### src/rtl/clk_div_pkg.sv
// -----------------------------------------------------------------------------
// clk_div_pkg
// Shared definitions for the programmable multi-channel clock divider:
// default widths and reset divisor, the per-channel operating mode enum, the
// divisor-select width helper and the half-period threshold helper.
// Optional feature macro used by the divider files: CLKDIV_ALIGN_EN.
// -----------------------------------------------------------------------------
package clk_div_pkg;

  localparam int NCH_MAX     = 8;
  localparam int CW_DEF      = 8;
  localparam int DIV_RST_DEF = 1;

  // Widest divisor the threshold helper handles; channels zero-extend into it.
  localparam int CW_MAX = 16;
  localparam int THR_W  = CW_MAX + 1;

  // What a channel does on the coming edge, in priority order.
  typedef enum logic [1:0] {
    MODE_HOLD  = 2'd0,
    MODE_IDLE  = 2'd1,
    MODE_ALIGN = 2'd2,
    MODE_RUN   = 2'd3
  } chan_mode_e;

  // Width of the channel-select bus; a single channel still gets one bit.
  function automatic int sel_width(input int nch);
    return (nch > 1) ? $clog2(nch) : 1;
  endfunction

  // Number of leading high cycles in a period: ceil(R/2) = (div+2)>>1.
  // Computed one bit wider so div = all-ones does not wrap.
  function automatic logic [THR_W-1:0] half_thr(input logic [CW_MAX-1:0] div);
    logic [CW_MAX+1:0] sum;
    sum = {2'b00, div} + {{CW_MAX{1'b0}}, 2'b10};
    return sum[CW_MAX+1:1];
  endfunction

endpackage

### src/rtl/clk_div_chan.sv
// -----------------------------------------------------------------------------
// clk_div_chan
// One divider channel. Counts enabled cycles up to its divisor, pulses tick_o
// on the terminal cycle and drives a near-50% level on clk_o. A new divisor is
// parked in a shadow register and only takes over at a terminal count (or
// while the channel is idle), so a running period is never cut short.
//
// Ports:
//   clk, rst_n  system clock, asynchronous active-low reset
//   ena         global enable; low freezes every register here
//   ch_en       channel run enable
//   align       (CLKDIV_ALIGN_EN only) force running channel to phase 0
//   wr, wr_val  decoded divisor write strobe and value
//   div_pend    shadow divisor waiting to be applied
//   tick_o      one-cycle strobe per period
//   clk_o       divided level, high ceil(R/2) / low floor(R/2) cycles
// Macro: CLKDIV_ALIGN_EN adds the align input.
// -----------------------------------------------------------------------------
module clk_div_chan
  import clk_div_pkg::*;
#(
  parameter int CW      = CW_DEF,
  parameter int DIV_RST = DIV_RST_DEF
) (
  input  logic          clk,
  input  logic          rst_n,
  input  logic          ena,
  input  logic          ch_en,
`ifdef CLKDIV_ALIGN_EN
  input  logic          align,
`endif
  input  logic          wr,
  input  logic [CW-1:0] wr_val,
  output logic          div_pend,
  output logic          tick_o,
  output logic          clk_o
);

  logic [CW-1:0] cnt_q, cnt_d;
  logic [CW-1:0] div_q, div_d;
  logic [CW-1:0] shadow_q, shadow_d;
  logic          pend_q, pend_d;
  logic          tick_q, tick_d;
  logic          clk_q, clk_d;

  chan_mode_e    mode;
  logic          align_req;
  logic          terminal;

  assign terminal = (cnt_q == div_q);

  // Pick this edge's behaviour: a frozen global enable beats everything, an
  // idle channel ignores align, and align beats normal counting.
  always_comb begin
    align_req = 1'b0;
`ifdef CLKDIV_ALIGN_EN
    align_req = align;
`endif
    if (!ena) begin
      mode = MODE_HOLD;
    end else if (!ch_en) begin
      mode = MODE_IDLE;
    end else if (align_req) begin
      mode = MODE_ALIGN;
    end else begin
      mode = MODE_RUN;
    end
  end

  // Next-state logic. A pending divisor is applied on idle, align or terminal
  // edges using the shadow value from before the edge; a write on the same
  // edge then re-arms the pending flag, so it waits for the next terminal.
  always_comb begin
    cnt_d    = cnt_q;
    div_d    = div_q;
    shadow_d = shadow_q;
    pend_d   = pend_q;
    tick_d   = tick_q;
    clk_d    = clk_q;

    case (mode)
      MODE_IDLE: begin
        cnt_d  = '0;
        tick_d = 1'b0;
        clk_d  = 1'b0;
        if (pend_q) begin
          div_d  = shadow_q;
          pend_d = 1'b0;
        end
      end
      MODE_ALIGN: begin
        cnt_d  = '0;
        tick_d = 1'b0;
        clk_d  = 1'b1;
        if (pend_q) begin
          div_d  = shadow_q;
          pend_d = 1'b0;
        end
      end
      MODE_RUN: begin
        if (terminal) begin
          cnt_d  = '0;
          tick_d = 1'b1;
          if (pend_q) begin
            div_d  = shadow_q;
            pend_d = 1'b0;
          end
        end else begin
          cnt_d  = cnt_q + CW'(1);
          tick_d = 1'b0;
        end
        // Count 0 always lands below the threshold, so the level rises on
        // the terminal edge together with the tick.
        clk_d = (THR_W'(cnt_d) < half_thr(CW_MAX'(div_q)));
      end
      default: begin
      end
    endcase

    if (ena && wr) begin
      shadow_d = wr_val;
      pend_d   = 1'b1;
    end
  end

  // Channel state register.
  always_ff @(posedge clk or negedge rst_n) begin
    if (!rst_n) begin
      cnt_q    <= '0;
      div_q    <= CW'(DIV_RST);
      shadow_q <= '0;
      pend_q   <= 1'b0;
      tick_q   <= 1'b0;
      clk_q    <= 1'b0;
    end else begin
      cnt_q    <= cnt_d;
      div_q    <= div_d;
      shadow_q <= shadow_d;
      pend_q   <= pend_d;
      tick_q   <= tick_d;
      clk_q    <= clk_d;
    end
  end

  assign div_pend = pend_q;
  assign tick_o   = tick_q;
  assign clk_o    = clk_q;

endmodule

### src/rtl/clk_div_prog.sv
// -----------------------------------------------------------------------------
// clk_div_prog
// Programmable multi-channel synchronous clock divider. Every channel runs off
// the single system clock and produces clock-enable style outputs only.
//
// Ports:
//   clk, rst_n     system clock, asynchronous active-low reset
//   ena            global enable (freezes all channels when low)
//   ch_en[NCH]     per-channel run enable
//   div_wr         one-cycle divisor write strobe
//   div_sel        channel addressed by div_wr (out-of-range ignored)
//   div_val        new divisor, ratio R = div_val + 1
//   align          (CLKDIV_ALIGN_EN only) phase-align all running channels
//   div_pend[NCH]  written divisor waiting for its terminal count
//   tick_o[NCH]    one-cycle strobe per period
//   clk_o[NCH]     divided level
// Macro: CLKDIV_ALIGN_EN adds the align input.
// -----------------------------------------------------------------------------
module clk_div_prog
  import clk_div_pkg::*;
#(
  parameter int NCH     = 4,
  parameter int CW      = CW_DEF,
  parameter int DIV_RST = DIV_RST_DEF
) (
  input  logic                      clk,
  input  logic                      rst_n,
  input  logic                      ena,
  input  logic [NCH-1:0]            ch_en,
  input  logic                      div_wr,
  input  logic [sel_width(NCH)-1:0] div_sel,
  input  logic [CW-1:0]             div_val,
`ifdef CLKDIV_ALIGN_EN
  input  logic                      align,
`endif
  output logic [NCH-1:0]            div_pend,
  output logic [NCH-1:0]            tick_o,
  output logic [NCH-1:0]            clk_o
);

  localparam int SW = sel_width(NCH);

  logic [NCH-1:0] wr_stb;

  // One channel per index; a select value with no matching channel raises no
  // strobe at all, which is how out-of-range writes get dropped.
  for (genvar i = 0; i < NCH; i++) begin : g_chan
    assign wr_stb[i] = div_wr && (div_sel == SW'(i));

    clk_div_chan #(
      .CW      (CW),
      .DIV_RST (DIV_RST)
    ) u_chan (
      .clk      (clk),
      .rst_n    (rst_n),
      .ena      (ena),
      .ch_en    (ch_en[i]),
`ifdef CLKDIV_ALIGN_EN
      .align    (align),
`endif
      .wr       (wr_stb[i]),
      .wr_val   (div_val),
      .div_pend (div_pend[i]),
      .tick_o   (tick_o[i]),
      .clk_o    (clk_o[i])
    );
  end

endmodule

### config.mk
export PLATFORM = sky130hd
export DESIGN_NAME = clk_div_prog
export DESIGN_NICKNAME = d
export VERILOG_FILES = /design/src/rtl/clk_div_pkg.sv /design/src/rtl/clk_div_chan.sv /design/src/rtl/clk_div_prog.sv
export SDC_FILE = /design/constraint.sdc
export NUM_CORES = 1
export LEC_CHECK = 0
export CORE_MARGIN = 1
export CORE_UTILIZATION = 25
export CTS_CLUSTER_DIAMETER = 200
export DETAILED_ROUTE_END_ITERATION = 8
export PLACE_DENSITY = 0.44
export SYNTH_ARGS = -nofsm -noshare
export SYNTH_HDL_FRONTEND = slang
export SYNTH_SLANG_ARGS = --single-unit
### constraint.sdc
create_clock -name clk -period 2.85 [get_ports clk]
set_clock_uncertainty 0.05 [all_clocks]
set_input_delay 0.285 -clock clk [delete_from_list [all_inputs] [get_ports clk]]
set_output_delay 0.285 -clock clk [all_outputs]
set_load 0.005 [all_outputs]
Word level (Yosys, flattened, before mapping)
Cells that the tools add are included.

storage, ports and cells
  flip-flop bits (word level) = 108
  input port bits = 18
  output and inout port bits = 12
  word-level logic and storage cells = 152

cells by class
  $add $sub $neg = 8
  magnitude comparators = 4
  eq/ne operators = 27
  multiplexer cells = 56
  reductions and logical operators = 33

operator list
  cell                                                                     number
  8-bit two-way mux                                                        16
  8-bit one-hot mux with 2 select lines                                    8
  8-bit by 17-bit < comparator with 1-bit output                           4
  8-bit by 2-bit adder with 9-bit output, second input constant            4
  8-bit by 1-bit adder with 8-bit output, second input constant            4
  8-bit == test                                                            4
  3-bit nonzero test                                                       8
  2-bit == test, second input constant                                     10
  2-bit two-way mux                                                        8
  1-bit one-hot mux with 2 select lines                                    8
  2-bit AND reduction                                                      8
  1-bit two-way mux                                                        12
  3-bit by 1-bit inequality test with 1-bit output, second input constant  4
  1-bit one-hot mux with 3 select lines                                    4
  2-bit by 1-bit == test with 1-bit output, second input constant          5
  1-bit logical AND                                                        8
  2-bit by 1-bit inequality test with 1-bit output, second input constant  4
  2-bit nonzero test                                                       4
  2-bit OR reduction                                                       4
  2-bit zero test                                                          1

Depth between registers and ports, before layout
  depth in word-level cells = 6
  mapped depth = 12
  depth with buffers taken out = 10

Modules after synthesis
A second synthesis with hierarchy kept.

second synthesis, totals
  cells, all modules = 730
  area total of the unflattened synthesis = 7,174.4 µm²

by module, submodules not included
  module                               instances  cells an instance  area an instance (µm²)  seq. area each (µm²)
  clk_div_chan (g_chan[0].u_chan ...)  3          192                1,848.0                 676.9
  clk_div_chan (g_chan[3].u_chan)      1          150                1,592.8                 676.9
  clk_div_prog                         1          4                  37.5                    0.0

Worst setup path before layout
No wires, ideal clock.

  kind = register to register
  start = register g_chan[2].u_chan.cnt_q[0]
  end = register g_chan[2].u_chan.clk_q
  library setup time = 0.088 ns
  arrival time = 2.109 ns
  required time = 2.712 ns
  path slack = 0.603 ns
  stages on the path, launching flop included = 11
  period minus slack after synthesis = 2.247 ns
  cell sequence = dfrtp_1 ha_1 and3_1 nand3_1 xor2_1 nor2_1 ha_1 a21o_1 a211oi_1 a21oi_1 a41oi_1

between the ends
  longest elaborated chain between the ends = 5

ends and longest elaborated chain
  element                                                                         line                                     text
  from (decl)                                                                     clk_div_chan.sv:39                       logic [CW-1:0] cnt_q, cnt_d;
  from (signal assigned)                                                          clk_div_chan.sv:136                      cnt_q <= cnt_d;
  8-bit by 1-bit adder with 8-bit output / 8-bit == test (equally long branches)  clk_div_chan.sv:109, clk_div_chan.sv:50
  8-bit two-way mux *                                                             clk_div_chan.sv:101                      if (terminal) begin
  8-bit two-way mux *                                                             clk_div_chan.sv:81                       case (mode)
  8-bit by 17-bit < comparator with 1-bit output *                                clk_div_chan.sv:114                      clk_d = (THR_W'(cnt_d) < half_thr(CW_MAX'(div_q)));
  1-bit one-hot mux with 3 select lines *                                         clk_div_chan.sv:81
  to (signal assigned)                                                            clk_div_chan.sv:141                      clk_q <= clk_d;
  to (decl)                                                                       clk_div_chan.sv:44                       logic clk_q, clk_d;

Mark *: on every way between the ends. The rest lies on a longest branch, timed or not. The select of a mux whose other input is x is not followed.
A chain may end at the register's enable or synchronous reset.

Worst setup path in the final report
  start = register g_chan[0].u_chan.cnt_q[0]
  end = register g_chan[0].u_chan.clk_q

between the ends
  longest elaborated chain between the ends = 5

ends and longest elaborated chain
  element                                                                         line
  from (decl)                                                                     clk_div_chan.sv:39
  from (signal assigned)                                                          clk_div_chan.sv:136
  8-bit by 1-bit adder with 8-bit output / 8-bit == test (equally long branches)  clk_div_chan.sv:109, clk_div_chan.sv:50
  8-bit two-way mux *                                                             clk_div_chan.sv:101
  8-bit two-way mux *                                                             clk_div_chan.sv:81
  8-bit by 17-bit < comparator with 1-bit output *                                clk_div_chan.sv:114
  1-bit one-hot mux with 3 select lines *                                         clk_div_chan.sv:81
  to (signal assigned)                                                            clk_div_chan.sv:141
  to (decl)                                                                       clk_div_chan.sv:44

Marks and branches as above.

==> results.ini <==
[yosys]
synthArstFlopShare_pct = 100
yosys_warnings = 0
synth.most_common_cell = dfrtp_1
ys_types = 52
seq_area_frac_synth_pct = 41.4
synthXorXnorAreaFrac_pct = 9.65
synth_nets = 658
syn_avg_cell_area_um2 = 10.8
synth_top_family_by_area = simple AND/OR/NAND/NOR gates
synth-seq-cells = 108
synth_largest_area_cell = dfrtp_1
synthCells = 604
synth_area_leaders = dfrtp_1 40%, xnor2_1 7.5%, mux2_2 7.2%
synth_compound_area_share_pct = 10.0
synth-edff-count = 0
synth-simple-area-share_pct = 14.4
syn_area_um2 = 6530
synthFlopType = dfrtp_1
synth_top_area_share_pct = 39.8
synth.cells.most_frequent = 104 x dfrtp_1, 56 x xnor2_1, 42 x mux2_2
synthAdderAreaFrac_pct = 6.89
muxShareOfSynthArea_pct = 12.9

[sta]
hold_violations = 0
period_share_pct = 89.7
rsz0062_at_grt = false
tightest_slew_ps = 623
finalMaxSlewViolations = 0
relSlewSlack_pct = 58.2
setup_tns_ps = 0
setup_viol = 0
min_period_ps = 2560
fmax_ghz = 0.391

[drt]
wl_per_cell_um = 15.8
routed_wl_mm = 15.1
ant_nets = 0
vias_per_cell = 4.65
drt-initial-drc-count = 212
vias = 4452
first_pass_iters = 6
drcViolationCount = 0

[finish]
fin_util_pct = 29.2
nets = 676
final_layout_size_suffix_gt1_share_pct = 16.6
antenna_cells = 0
final_cell_area_um2 = 7400
synthToLayoutAreaGrowth_pct = 13.3

[setup_path]
critPathArrivalTime_ps = 2770
cp-end-kind = flop
worstSetupPathType = flop to flop
cp-start-kind = flop
path_max_fanout = 6
crit_required_ps = 3070

[power_and_ir_drop]
switching_power_w = 0.00207
power_leakage_nw = 3.10
power.density_nw_per_um2 = 780
intPower_w = 0.00371
combPwrFrac_pct = 34.7
seq_power_share_pct = 43.5
peakVddDrop_mv = 0.284
switching_share_pct = 35.9
clockPowerShare_pct = 21.8

[cts]
htree_levels = 3
clk_pin_slew_worst_paths_ps = 70
worst_skew_pair.late_latency_ps = 350
cts_tree = yes
cts_resized = 0
cts_buffer_depth = 2
clkSinkCount = 108
cts_buffers = 9
cts_root_buffer = clkbuf_16

[floorplan]
die_w_um = 164
dieArea_um2 = 26800
die_h_um = 164
rows = 58
core_area_um2 = 25400
io_pins = 30
start_util_pct = 25.7

[job]
maxCapViolCount = 0

[placed_design]
dp_hpwl_mm = 11.0
port_buffers = 29
dpl_cell_area_um2 = 7100
place.gp.congestion = 0.825

[status]
status = finished clean

[hold_path]
hold_class = primary input to asynchronous set/reset pin

[global_routing]
grt_pass1_vias = 4678
grt_pass1_wl_mm = 25.3
antenna_found_initial = 0
grt_max_degree = 69
grt-ovfl-total = 0
gr-usage-all-layers_pct = 12.2

==> routing by layer <==
layer | global-route usage [%] | wire [um] | up-vias
met5 | 0 | 0 | -
met4 | 4.88 | 267 | 0
met3 | 1.75 | 311 | 17
met2 | 19.9 | 7120 | 41
met1 | 16.1 | 7430 | 2215
li1 | - | - | 2179
==> layout by cell type, fill, tap and decap left out, types with 17 or more instances in the layout <==
| cell type | netlist | routed |
|---|---|---|
| a21oi_1 | 17 | 17 |
| xnor2_1 | 56 | 56 |
| mux2_2 | 42 | 42 |
| ha_1 | 36 | 36 |
| nand3_1 | 28 | 28 |
| nor2_1 | 39 | 39 |
| a22o_1 | 18 | 18 |
| clkdlybuf4s50_1 | 0 | 28 |
| nand2_1 | 35 | 35 |
| dfrtp_1 | 104 | 104 |
==> logic make-up (layout without fill, tap and decap cells) <==
group	count (synthesis)	after routing
fa+ha+maj	36	36
xor+xnor	72	72
simple gates	178	178
flops	108	108
buf+inv	50	73
mux	70	70
compound gates	90	90
==> power by group through the flow <==
stage / clock, W / sequential [W] / combinational [W]
2_1_floorplan: 0 / 0.00234 / 0.00165
3_3_place_gp: 0 / 0.00255 / 0.00198
3_5_place_dp: 0 / 0.00256 / 0.00202
4_1_cts: 0.00131 / 0.00253 / 0.00203
5_1_grt: 0.00138 / 0.00260 / 0.00225
6_report: 0.00126 / 0.00251 / 0.00200
==> timing repair <==
item | 4_1_cts | 5_1_grt
hold buffers | 1 | 0
endpoints found under the hold margin | 67 | 0
setup buffers | 0 | 0
==> metrics by stage <==
step                      total power, W  hold WS [ps]  std cells  worst slack [ps]
after floorplan                  0.00400         -60.6        604               603
after detailed placement         0.00458          44.5        940               305
after global placement           0.00453          41.8        940               277
final                            0.00578           221        957               293
after CTS                        0.00588           210        957               285
after global routing             0.00623           214        957              59.1
==> state kept, by name (all words and copies together), names as in the netlist <==
| name | flops |
|---|---|
| g_chan.u_chan.clk_o | 4 |
| g_chan.u_chan.div_q | 32 |
| g_chan.u_chan.cnt_q | 32 |
| g_chan.u_chan.shadow_q | 32 |
| g_chan.u_chan.tick_o | 4 |
| g_chan.u_chan.div_pend | 4 |
==> critical path, stage by stage, from the launching register on <==
cell and delay (ps):
dfrtp_1 470, ha_1 270, and3_1 240, nand3_1 160, xor2_1 170, nor2_1 60
ha_1 320, a21o_1 160, a211oi_1 300, a21oi_1 110, a41oi_1 160
==> layout make-up <==
type	count	area, um2
clock buffer	10	239
clock inverter	6	53.8
fill	2647	18000
inverter	15	56.3
multi-input combinational	446	3520
sequential	108	2710
tap	330	413
timing repair buffer	42	413
==> worst paths after layout <==
| kind | depth (start not counted) | slack (ps) | start | to |
|---|---|---|---|---|
| worst max-delay path | 10 | 290 | g_chan[0].u_chan.cnt_q[0] | g_chan[0].u_chan.clk_o |
| worst min-delay path | 2 | 220 | rst_n | g_chan[0].u_chan.clk_o |
| worst max register to register | 10 | 290 | g_chan[0].u_chan.cnt_q[0] | g_chan[0].u_chan.clk_o |
| worst min register to register | 1 | 450 | g_chan[0].u_chan.shadow_q[0] | g_chan[0].u_chan.div_q[0] |
| max in group asynchronous | 3 | 1790 | rst_n | g_chan[2].u_chan.div_q[5] |
| min in group clk | 1 | 450 | g_chan[0].u_chan.shadow_q[0] | g_chan[0].u_chan.div_q[0] |
Note: power is estimated with default switching activity, not from simulation.
